<file path="src/rtl/fixed_pkg.sv">
// Shared definitions for the fixed-point MAC datapath: result-word width,
// FIFO entry layout and level-counter width helpers.
package fixed_pkg;

  localparam int DEF_WIO = 15;
  localparam int DEF_WFO = 30;

  function automatic int result_w(input int wio, input int wfo);
    return wio + wfo;
  endfunction

  // One extra bit so a completely full FIFO (level == DEPTH) is representable.
  function automatic int level_w(input int depth);
    return $clog2(depth) + 1;
  endfunction

  localparam int DEF_W       = result_w(DEF_WIO, DEF_WFO);
  localparam int DEF_DEPTH   = 8;
  localparam int DEF_LEVEL_W = level_w(DEF_DEPTH);

  typedef struct packed {
    logic             last;
    logic             of;
    logic             uf;
    logic [DEF_W-1:0] data;
  } result_entry_t;

endpackage

</file>
<file path="src/rtl/sync_fifo_mem.sv">
// DEPTH x WIDTH register array with a single synchronous write port and an
// asynchronous read port; no reset, contents are qualified by the owner.
module sync_fifo_mem #(
  parameter int DEPTH = 8,
  parameter int WIDTH = 48
) (
  input  logic                       clk,
  input  logic                       wr_en,
  input  logic [$clog2(DEPTH)-1:0]   wr_addr,
  input  logic [WIDTH-1:0]           wr_data,
  input  logic [$clog2(DEPTH)-1:0]   rd_addr,
  output logic [WIDTH-1:0]           rd_data
);

  logic [WIDTH-1:0] mem_q [DEPTH];
  logic [WIDTH-1:0] mem_d [DEPTH];

  always_comb begin
    mem_d = mem_q;
    if (wr_en) begin
      mem_d[wr_addr] = wr_data;
    end
  end

  always_ff @(posedge clk) begin
    mem_q <= mem_d;
  end

  assign rd_data = mem_q[rd_addr];

endmodule

</file>
<file path="src/rtl/mac_result_fifo.sv">
// First-word-fall-through result buffer behind fixed_mac, with saturating
// overflow / underflow / frame event counters.
module mac_result_fifo
  import fixed_pkg::*;
#(
  parameter int WIO   = 15,
  parameter int WFO   = 30,
  parameter int DEPTH = 8,
  parameter int CNT_W = 16
) (
  input  logic                     clk,
  input  logic                     reset,
  input  logic [WIO+WFO-1:0]       in_data,
  input  logic                     in_valid,
  output logic                     in_ready,
  input  logic                     in_last,
  input  logic                     in_overflow,
  input  logic                     in_underflow,
  output logic [WIO+WFO-1:0]       out_data,
  output logic                     out_valid,
  input  logic                     out_ready,
  output logic                     out_last,
  output logic                     out_overflow,
  output logic                     out_underflow,
  output logic [$clog2(DEPTH):0]   level,
  output logic                     full,
  output logic                     empty,
  input  logic                     clear_counts,
  output logic [CNT_W-1:0]         of_count,
  output logic [CNT_W-1:0]         uf_count,
  output logic [CNT_W-1:0]         frame_count
);

  localparam int W  = result_w(WIO, WFO);
  localparam int PW = $clog2(DEPTH);
  localparam int LW = level_w(DEPTH);
  localparam int EW = W + 3;

  logic [PW-1:0]    wr_ptr_q, wr_ptr_d;
  logic [PW-1:0]    rd_ptr_q, rd_ptr_d;
  logic [LW-1:0]    level_q, level_d;
  logic             in_ready_q, in_ready_d;
  logic             full_q, full_d;
  logic             empty_q, empty_d;
  logic [CNT_W-1:0] of_count_q, of_count_d;
  logic [CNT_W-1:0] uf_count_q, uf_count_d;
  logic [CNT_W-1:0] frame_count_q, frame_count_d;

  logic          push;
  logic          pop;
  logic [EW-1:0] wr_entry;
  logic [EW-1:0] rd_entry;

  // A clear that coincides with an event keeps that event, so it loads 1.
  function automatic logic [CNT_W-1:0] count_next(input logic [CNT_W-1:0] cnt,
                                                  input logic             inc,
                                                  input logic             clr);
    logic [CNT_W-1:0] res;
    if (inc) begin
      if (clr) begin
        res = CNT_W'(1);
      end else if (&cnt) begin
        res = cnt;
      end else begin
        res = cnt + CNT_W'(1);
      end
    end else begin
      res = clr ? '0 : cnt;
    end
    return res;
  endfunction

  assign push     = in_valid && in_ready_q;
  assign pop      = !empty_q && out_ready;
  assign wr_entry = {in_last, in_overflow, in_underflow, in_data};

  sync_fifo_mem #(
    .DEPTH (DEPTH),
    .WIDTH (EW)
  ) u_mem (
    .clk     (clk),
    .wr_en   (push),
    .wr_addr (wr_ptr_q),
    .wr_data (wr_entry),
    .rd_addr (rd_ptr_q),
    .rd_data (rd_entry)
  );

  always_comb begin
    wr_ptr_d      = push ? wr_ptr_q + PW'(1) : wr_ptr_q;
    rd_ptr_d      = pop  ? rd_ptr_q + PW'(1) : rd_ptr_q;
    level_d       = level_q + LW'(push) - LW'(pop);
    // Registered ready: a pop while full frees a slot only from the next cycle.
    in_ready_d    = level_d < LW'(DEPTH);
    full_d        = level_d == LW'(DEPTH);
    empty_d       = level_d == '0;
    of_count_d    = count_next(of_count_q,    push && in_overflow,  clear_counts);
    uf_count_d    = count_next(uf_count_q,    push && in_underflow, clear_counts);
    frame_count_d = count_next(frame_count_q, push && in_last,      clear_counts);
  end

  always_ff @(posedge clk) begin
    if (reset) begin
      wr_ptr_q      <= '0;
      rd_ptr_q      <= '0;
      level_q       <= '0;
      in_ready_q    <= 1'b0;
      full_q        <= 1'b0;
      empty_q       <= 1'b1;
      of_count_q    <= '0;
      uf_count_q    <= '0;
      frame_count_q <= '0;
    end else begin
      wr_ptr_q      <= wr_ptr_d;
      rd_ptr_q      <= rd_ptr_d;
      level_q       <= level_d;
      in_ready_q    <= in_ready_d;
      full_q        <= full_d;
      empty_q       <= empty_d;
      of_count_q    <= of_count_d;
      uf_count_q    <= uf_count_d;
      frame_count_q <= frame_count_d;
    end
  end

  // Stale memory contents are masked so an empty FIFO always presents zeros.
  assign out_valid     = !empty_q;
  assign out_data      = empty_q ? '0   : rd_entry[W-1:0];
  assign out_underflow = empty_q ? 1'b0 : rd_entry[W];
  assign out_overflow  = empty_q ? 1'b0 : rd_entry[W+1];
  assign out_last      = empty_q ? 1'b0 : rd_entry[W+2];

  assign in_ready    = in_ready_q;
  assign level       = level_q;
  assign full        = full_q;
  assign empty       = empty_q;
  assign of_count    = of_count_q;
  assign uf_count    = uf_count_q;
  assign frame_count = frame_count_q;

endmodule

</file>
<file path="config.mk">
export PLATFORM = sky130hd
export DESIGN_NAME = mac_result_fifo
export DESIGN_NICKNAME = d
export VERILOG_FILES = /design/src/rtl/fixed_pkg.sv /design/src/rtl/sync_fifo_mem.sv /design/src/rtl/mac_result_fifo.sv
export SDC_FILE = /design/constraint.sdc
export NUM_CORES = 1
export LEC_CHECK = 0
export BUFFER_PORTS_ARGS = -buffer_cell sky130_fd_sc_hd__buf_2
export CAP_MARGIN = 20
export CORE_MARGIN = 2
export CORE_UTILIZATION = 30
export CTS_CLUSTER_SIZE = 14
export DETAILED_ROUTE_END_ITERATION = 12
export HOLD_SLACK_MARGIN = 0.03
export MAX_ROUTING_LAYER = met4
export PLACE_DENSITY = 0.47
export SLEW_MARGIN = 20
export SYNTH_ARGS = -nofsm -noshare
export SYNTH_HDL_FRONTEND = slang
export SYNTH_SLANG_ARGS = --single-unit
export TNS_END_PERCENT = 100
</file>
<file path="constraint.sdc">
create_clock -name clk -period 7.7 [get_ports clk]
set_input_delay 0.77 -clock clk [delete_from_list [all_inputs] [get_ports clk]]
set_output_delay 0.77 -clock clk [all_outputs]
set_load 0.05 [all_outputs]
</file>
# Word-level counts from Yosys, hierarchy flattened
# Index checks and enable logic that the tools add are counted.
dict set report totals {
  regBits 445
  input_bits 53
  out_inout_bits 104
  elab_cells 71
}
dict set report classes {
  magnitude_cmp 4
  bitwise 2
  mux 20
  add_sub_neg 7
  n_reduce_logical 17
  eq_ne 4
}
# operator n
set ops {}
lappend ops {{$bwmux W384} 1}
lappend ops {{$mux W16} 10}
lappend ops {{$bmux W48 S3} 1}
lappend ops {{$demux W48 S3} 1}
lappend ops {{$mux W48} 3}
lappend ops {{$add A16 B1 Y16 const B} 3}
lappend ops {{$reduce_and A16 Y1} 3}
lappend ops {{$mux W45} 1}
lappend ops {{$ge A4 B4 Y1 const B} 2}
lappend ops {{$not A3 Y4} 2}
lappend ops {{$add A3 B1 Y3 const B} 2}
lappend ops {{$logic_and A1 B1 Y1} 6}
lappend ops {{$ne A2 B2 Y1 const B} 3}
lappend ops {{$reduce_and A2 Y1} 3}
lappend ops {{$reduce_bool A2 Y1} 3}
lappend ops {{$add A4 B1 Y4} 1}
lappend ops {{$eq A4 B4 Y1 const B} 1}
lappend ops {{$logic_not A4 Y1} 1}
lappend ops {{$lt A4 B1 Y1 const B} 1}
lappend ops {{$lt A4 B4 Y1 const B} 1}
lappend ops {{$sub A4 B1 Y4} 1}
lappend ops {{$mux W1} 3}
lappend ops {{$logic_not A1 Y1} 1}

# Longest topological paths before layout
# Gate-level depths: netlist of run 1.
dict set report depth {
  word_depth 6
  depth_mapped 10
  ltp_nobuf 9
}

# By module
# Synthesis of run 1 repeated with hierarchy kept, for this count alone.
dict set report hier_totals {
  hier_cells 1014
  area_unflattened_um2 18250.0
}
# module seq_area_each_um2 area_per_inst_um2 instances cells_per_inst
set modules_own_cells {}
lappend modules_own_cells {sync_fifo_mem 11531.1 14659.1 1 568}
lappend modules_own_cells {mac_result_fifo 1221.2 3590.9 1 446}

# Worst setup path after synthesis of run 1
# Ideal clock, no wire load.
dict set report synth_timing {
  path_type {input-to-reg}
  startpoint {input in_valid}
  endpoint {register u_mem.mem_q[336] (netlist name) (enable)}
  path_slack_ps 1498
  n_path_buf 1
  setup_ps 573
  arrival_time_ps 5629
  required_ps 7127
  path_stages 3
  path_cell_list {buf_4 -> nand2_1 -> nor4_1}
}
dict set report synth_between {
  elab_chain_len 1
}
# element line
set synth_rtl {}
lappend synth_rtl {{start: declaration} mac_result_fifo.sv:14} ;# input logic in_valid,
lappend synth_rtl {{$logic_and A1 B1 Y1} mac_result_fifo.sv:73} ;# assign push = in_valid && in_ready_q;
lappend synth_rtl {{end signal: assignment} sync_fifo_mem.sv:26} ;# mem_q <= mem_d;
lappend synth_rtl {{end: declaration} sync_fifo_mem.sv:15} ;# logic [WIDTH-1:0] mem_q [DEPTH];
# Every way passes these cells.
# A chain may end at the register's enable or synchronous reset.

# Final worst setup path of run 1
dict set report layout_timing {
  startpoint {register rd_ptr_q[1]}
  endpoint {output out_data[34]}
}
dict set report layout_between {
  elab_chain_len 5
}
# element line
set layout_rtl {}
lappend layout_rtl {{start: declaration} mac_result_fifo.sv:40} ;# logic [PW-1:0] rd_ptr_q, rd_ptr_d;
lappend layout_rtl {{start signal: assignment} mac_result_fifo.sv:115} ;# rd_ptr_q <= rd_ptr_d;
lappend layout_rtl {{$not A3 Y4 (implied by the code)} sync_fifo_mem.sv:29} ;# assign rd_data = mem_q[rd_addr];
lappend layout_rtl {{$bmux W48 S3} sync_fifo_mem.sv:29}
lappend layout_rtl {{$mux W48 (implied by the code) (2 in series)} sync_fifo_mem.sv:29}
lappend layout_rtl {{$mux W45} mac_result_fifo.sv:128} ;# assign out_data = empty_q ? '0 : rd_entry[W-1:0];
lappend layout_rtl {{end: declaration} mac_result_fifo.sv:19} ;# output logic [WIO+WFO-1:0] out_data,
# Every way passes these cells. The select of a mux whose other input is x is not followed.

==> results of run 1 <==
[registers in the layout (all words and copies together), names as in the netlist]
name	count
rd_ptr_q	3
of_count	16
empty	1
frame_count	16
u_mem.mem_q	384
uf_count	16
in_ready	1
wr_ptr_q	3
level	4
full	1
[routing by layer]
layer,track usage (%),wire length [um],vias to the layer above
li1,-,-,4253
met2,21.7,19200,210
met5,-,0,-
met1,18.9,18900,4791
met3,2.71,1860,65
met4,4.15,822,0
[synthesized netlist by cell type (4+ instances only)]
library cell,n
mux2i_1,50
a21oi_1,14
nand4_1,10
nor2b_1,4
nor2_1,89
inv_1,8
clkbuf_1,24
nand3_1,20
and2_1,4
xnor2_1,17
o21ai_0,8
ha_1,9
or3_1,4
mux4_2,96
nand2_1,30
buf_2,15
nor4_1,8
nor3_1,22
and4_1,4
and3_1,14
edfxtp_1,384
a31oi_1,10
dfxtp_1,61
xor2_1,7
o21ai_1,6
[cells by family after synthesis]
logic type,share of synthesized area [%]
buffers and inverters,1.26
adders and majority gates,0.756
AOI/OAI and AO/OA,2.25
muxes,15.2
DFF,72.7
xor gates and xnor gates,1.20
and+or+nand+nor,6.66
[through the flow]
| step | hold WS, ns | utilization [%] | setup WS (ns) |
|---|---|---|---|
| after global routing | 0.434 | 36.2 | 3.51 |
| after CTS | 0.410 | 36.2 | 3.58 |
| after global placement | 0.491 | 33.3 | 4.23 |
| after detailed placement | 0.487 | 33.3 | 4.23 |
| after floorplan | 0.498 | - | 1.50 |
| final | 0.450 | 36.2 | 3.75 |
[worst max-delay path by stage]
stage | start | to | slack (ns) | depth (start not counted)
floorplan | in_valid | u_mem.mem_q[336] | 1.50 | 3
global placement | rd_ptr_q[1] | out_last | 4.23 | 5
detailed placement | rd_ptr_q[1] | out_data[34] | 4.23 | 5
CTS | rd_ptr_q[1] | out_data[34] | 3.58 | 5
global route | rd_ptr_q[0] | out_data[7] | 3.51 | 5
finish | rd_ptr_q[1] | out_data[34] | 3.75 | 5
[worst register-to-register path, stage by stage, from the launching register on]
cell,delay [ns]
dfxtp_1,0.60
nand3_1,0.40
nor2_4,0.88
buf_4,0.59
[final cells by class]
cell class / instances / share of cell area [%]
Sequential cell: 445 / 61.0
Multi-Input combinational cell: 473 / 22.1
Clock buffer: 52 / 5.92
Tap cell: 765 / 4.58
Timing Repair Buffer: 173 / 4.34
Clock inverter: 37 / 1.88
Inverter: 8 / 0.144
Antenna cell: 1 / 0.0120
[power breakdown]
| part | leakage (nW) | internal (mW) | switching (mW) |
|---|---|---|---|
| clock network | 0.798 | 1.41 | 0.967 |
| registers | 3.96 | 2.69 | 0.0610 |
| logic | 2.05 | 0.425 | 0.870 |
| total | 6.80 | 4.52 | 1.90 |
==> results.toml, run 1 <==
[timing]
setup_violations = 0
tightest_slew_ns = 1.02
rsz0062_at_grt = "no"
slew_headroom_pct = 32.1
max_freq_mhz = 253
finalCritPeriodShare_pct = 51.3
period_minus_slack_ns = 3.95
skew_ns = 0.0144
final_hold_viol_count = 0
setup-tns-final_ns = 0
maxSlewViolCount = 0

[synthesis]
synth-edff-count = 384
synth-main-ff-cell = "edfxtp_1"
synth_area_um2 = 17500
synth_area_leaders = "edfxtp_1 (66%), mux4_2 (12%), dfxtp_1 (7.0%)"
synth_top_area_share_pct = 65.7
yosysSeqAreaShare_pct = 72.7
synth_cells = 970
synth_cell_type_count = 55
synth.largest_area_cell = "edfxtp_1"
synth_warnings = 0
async_flop_share_pct = 0
syn-num-nets = 1033
synth_seq_cells = 445
syn_avg_cell_area_um2 = 18.1

[clocking]
postCtsSetupRepairBufs = 0
cts.clk_slew.worst_paths_ns = 0.06
clk_root_buffer_cell = "clkbuf_16"
cts.sinks = 445
cts_buffers = 49
clock_path_buffers = 3
htreeDepth = 2
insertion_delay_ns = 0.58
cts_resized = 0
cts_tree = "built"
cts_hold_buf = 0

[global_route]
grt_pass1_wl_um = 61900
grt_max_degree = 59
grtUsageTotal_pct = 14.1
grt_pass1_vias = 9790
grt_overflow = 0
antenna_found_initial = 2

[routing]
drt-vias-per-instance = 4.77
wl_per_cell_um = 20.9
drcViolationCount = 0
wirelength_um = 40800
dr_total_vias = 9319
drt_iter0_markers = 548
ant_nets = 0
dr.pass1.iters = 4

[cells_and_area]
seqCellArea_um2 = 12800
layout_commonest_cell = "edfxtp_1"
num-fill-cells = 5470
area_growth_pct = 19.2
multi_input_area_um2 = 4620
design.final.nets = 1213
final_cells = 1954
mostFrequentLayoutCells = "edfxtp_1 (384), buf_2 (156), mux4_2 (96)"
fin_area_um2 = 20900
layout-drive-gt1-share_pct = 30.7

[run_status]
status = "finished, final reports clean"

[pwr]
p_per_area_nw_per_um2 = 307
peakVddDrop_v = 0.000178
p_leak_nw = 6.80
power_mw = 6.42

[place]
dp_hpwl_um = 21900
dpl.cell_count = 1864
portBuffers = 156
gp_congestion = 0.792
place_area_um2 = 19300

[min_path]
min_from = "in_data[19]"
min_path_type = "in2reg"
worstHoldEndpoint = "u_mem.mem_q[115]"
hold_depth = 1

[worst_setup_path]
cp_slowest_stage_delay_ns = 0.80
timing.rr.start = "in_ready"
worstReg2RegEnd = "u_mem.mem_q[74]"
crit_buf_inv = 2
path_class = "reg2out"
crit_path_end_kind = "output port"
path_cells = "buf_4 -> mux4_2 -> mux2i_1 -> nor2_1 -> buf_2"
crit_family = "buffers and inverters"
worst_r2r_path_depth = 3
worstPathRequired_ns = 6.93
worstPathArrival_ns = 3.18
critPathMaxFanout = 58
startpoint_type = "flip-flop"
crit_slowest_cell = "buf_4"
r2r_setup_slack_ns = 4.85

[die]
core.rowCount = 88
die_area_um2 = 60400
start_util_pct = 30.3
die_x_um = 246
coreArea_um2 = 57800
fp.dieH_um = 246
ioPinCount = 157

[flow_run]
maxCapViolations = 0
(Power assumes the default switching activity.)
==> run 2: changes to the inputs <==
Clock period 7.7 ns to 4 ns, I/O delays scaled along.
==> run 2 against run 1 <==
  * Design area is 0.21% higher
  * Die area is the same
  * Power up 91%
  * Routed wire length is 1.3% higher
  * Critical path depth did not move
==> results.toml, run 2 (same netlist as run 1, synthesis figures left out) <==
[cells_and_area]
design.final.nets = 1216
layout_commonest_cell = "edfxtp_1"
area_growth_pct = 19.5
largest_reg_flops = 384
mostFrequentLayoutCells = "edfxtp_1 (384), buf_2 (156), mux4_2 (96)"
layout-drive-gt1-share_pct = 29.9
num-fill-cells = 5479
regMostFlops = "u_mem.mem_q"

[timing]
skew_ns = 0.0200
slew_headroom_pct = 34.5
period_minus_slack_ns = 3.02
maxSlewViolCount = 0
tightest_slew_ns = 0.983
finalCritPeriodShare_pct = 75.4
setup-tns-final_ns = 0
final_hold_viol_count = 0
whs_ns = 0.0914
setup_ws_ns = 0.984
rsz0062_at_grt = "no"
setup_violations = 0
max_freq_mhz = 332

[place]
dp_slack_ns = 1.47
dp_hpwl_um = 22000
gp_congestion = 0.756
portBuffers = 156

[clocking]
cts_tree = "built"
clk_root_buffer_cell = "clkbuf_16"
cts.clk_slew.worst_paths_ns = 0.06
cts_buffers = 50
cts_resized = 0
postCtsSetupRepairBufs = 0
cts.sinks = 445
htreeDepth = 2
insertion_delay_ns = 0.58
cts_hold_buf = 0
clock_path_buffers = 3

[global_route]
grtUsageTotal_pct = 14.1
grt_overflow = 0
grt_max_degree = 51
grt_pass1_wl_um = 61900
antenna_found_initial = 2
grt_pass1_vias = 9841

[routing]
dr_total_vias = 9430
wirelength_um = 41300
ant_nets = 0
dr.pass1.iters = 5
drt_iter0_markers = 463
wl_per_cell_um = 21.1
drt-vias-per-instance = 4.81
drcViolationCount = 0

[pwr]
p_leak_nw = 6.78
peakVddDrop_v = 0.000334
p_per_area_nw_per_um2 = 585
power_mw = 12.3

[die]
ioPinCount = 157
core.rowCount = 88
coreArea_um2 = 57800
start_util_pct = 30.3
die_x_um = 246
die_area_um2 = 60400
fp.dieH_um = 246

[flow_run]
maxCapViolations = 0

[worst_setup_path]
r2r_setup_slack_ns = 1.51
critPathMaxFanout = 30
startpoint_type = "flip-flop"
path_class = "reg2out"
worstPathArrival_ns = 2.62
crit_path_end_kind = "output port"
worstPathRequired_ns = 3.60

[run_status]
status = "finished, final reports clean"

[min_path]
min_path_type = "in2reg"
==> run 2: changes by cell type in the layout (fill, tap and decap cells not counted), moves of 2 or more <==
cell,previous run,this run
buf_12,0,6
buf_4,17,13
bufinv_16,7,4
clkbuf_1,3,13
clkinv_1,10,13
clkinv_2,12,5
clkinvlp_4,3,1
diode_2,1,3
==> run 2: path summary, 6_finish.rpt <==
| kind | depth (start not counted) | endpoint | startpoint |
|---|---|---|---|
| setup / recovery | 5 | out_data[13] | rd_ptr_q[1] |
| hold / removal | 1 | u_mem.mem_q[152] | in_data[8] |
| setup reg to reg | 9 | full | in_ready |
| hold reg to reg | 2 | of_count[7] | of_count[7] |
==> run 2: cell type report <==
cell class	instances	area, um2	area share (%)
Antenna cell	3	7.51	0.0358
Sequential cell	445	12800	60.9
Tap cell	765	957	4.57
Multi-Input combinational cell	473	4630	22.1
Timing Repair Buffer	175	998	4.77
Inverter	8	30.0	0.143
Clock buffer	63	1300	6.20
Clock inverter	28	264	1.26
==> run 2: metrics by stage <==
stage | cells | utilization, % | cell area (um2)
CTS | 1957 | 36.2 | 20900
global route | 1959 | 36.2 | 21000
detailed placement | 1866 | 33.5 | 19400
global placement | 1866 | 33.5 | 19400
floorplan | 970 | - | 17600
finish | 1960 | 36.2 | 21000
==> run 2: report_power, final <==
| group | internal (mW) | switching, mW |
|---|---|---|
| clock network | 2.57 | 1.85 |
| registers | 5.19 | 0.105 |
| logic | 0.848 | 1.71 |
==> run 2: critical path: stages (launching register included) <==
cell	delay, ns
dfxtp_4	0.69
buf_4	0.43
mux4_2	0.35
mux2i_1	0.19
nor2_1	0.10
buf_2	0.27
==> run 2: per-layer routing <==
metal / share of wire (%) / track usage, % / vias to the layer above
met3: 5.0 / 2.87 / 60
met1: 45 / 18.3 / 4881
li1: - / - / 4274
met5: 0 / - / -
met4: 1.8 / 3.78 / 0
met2: 48 / 22.6 / 215
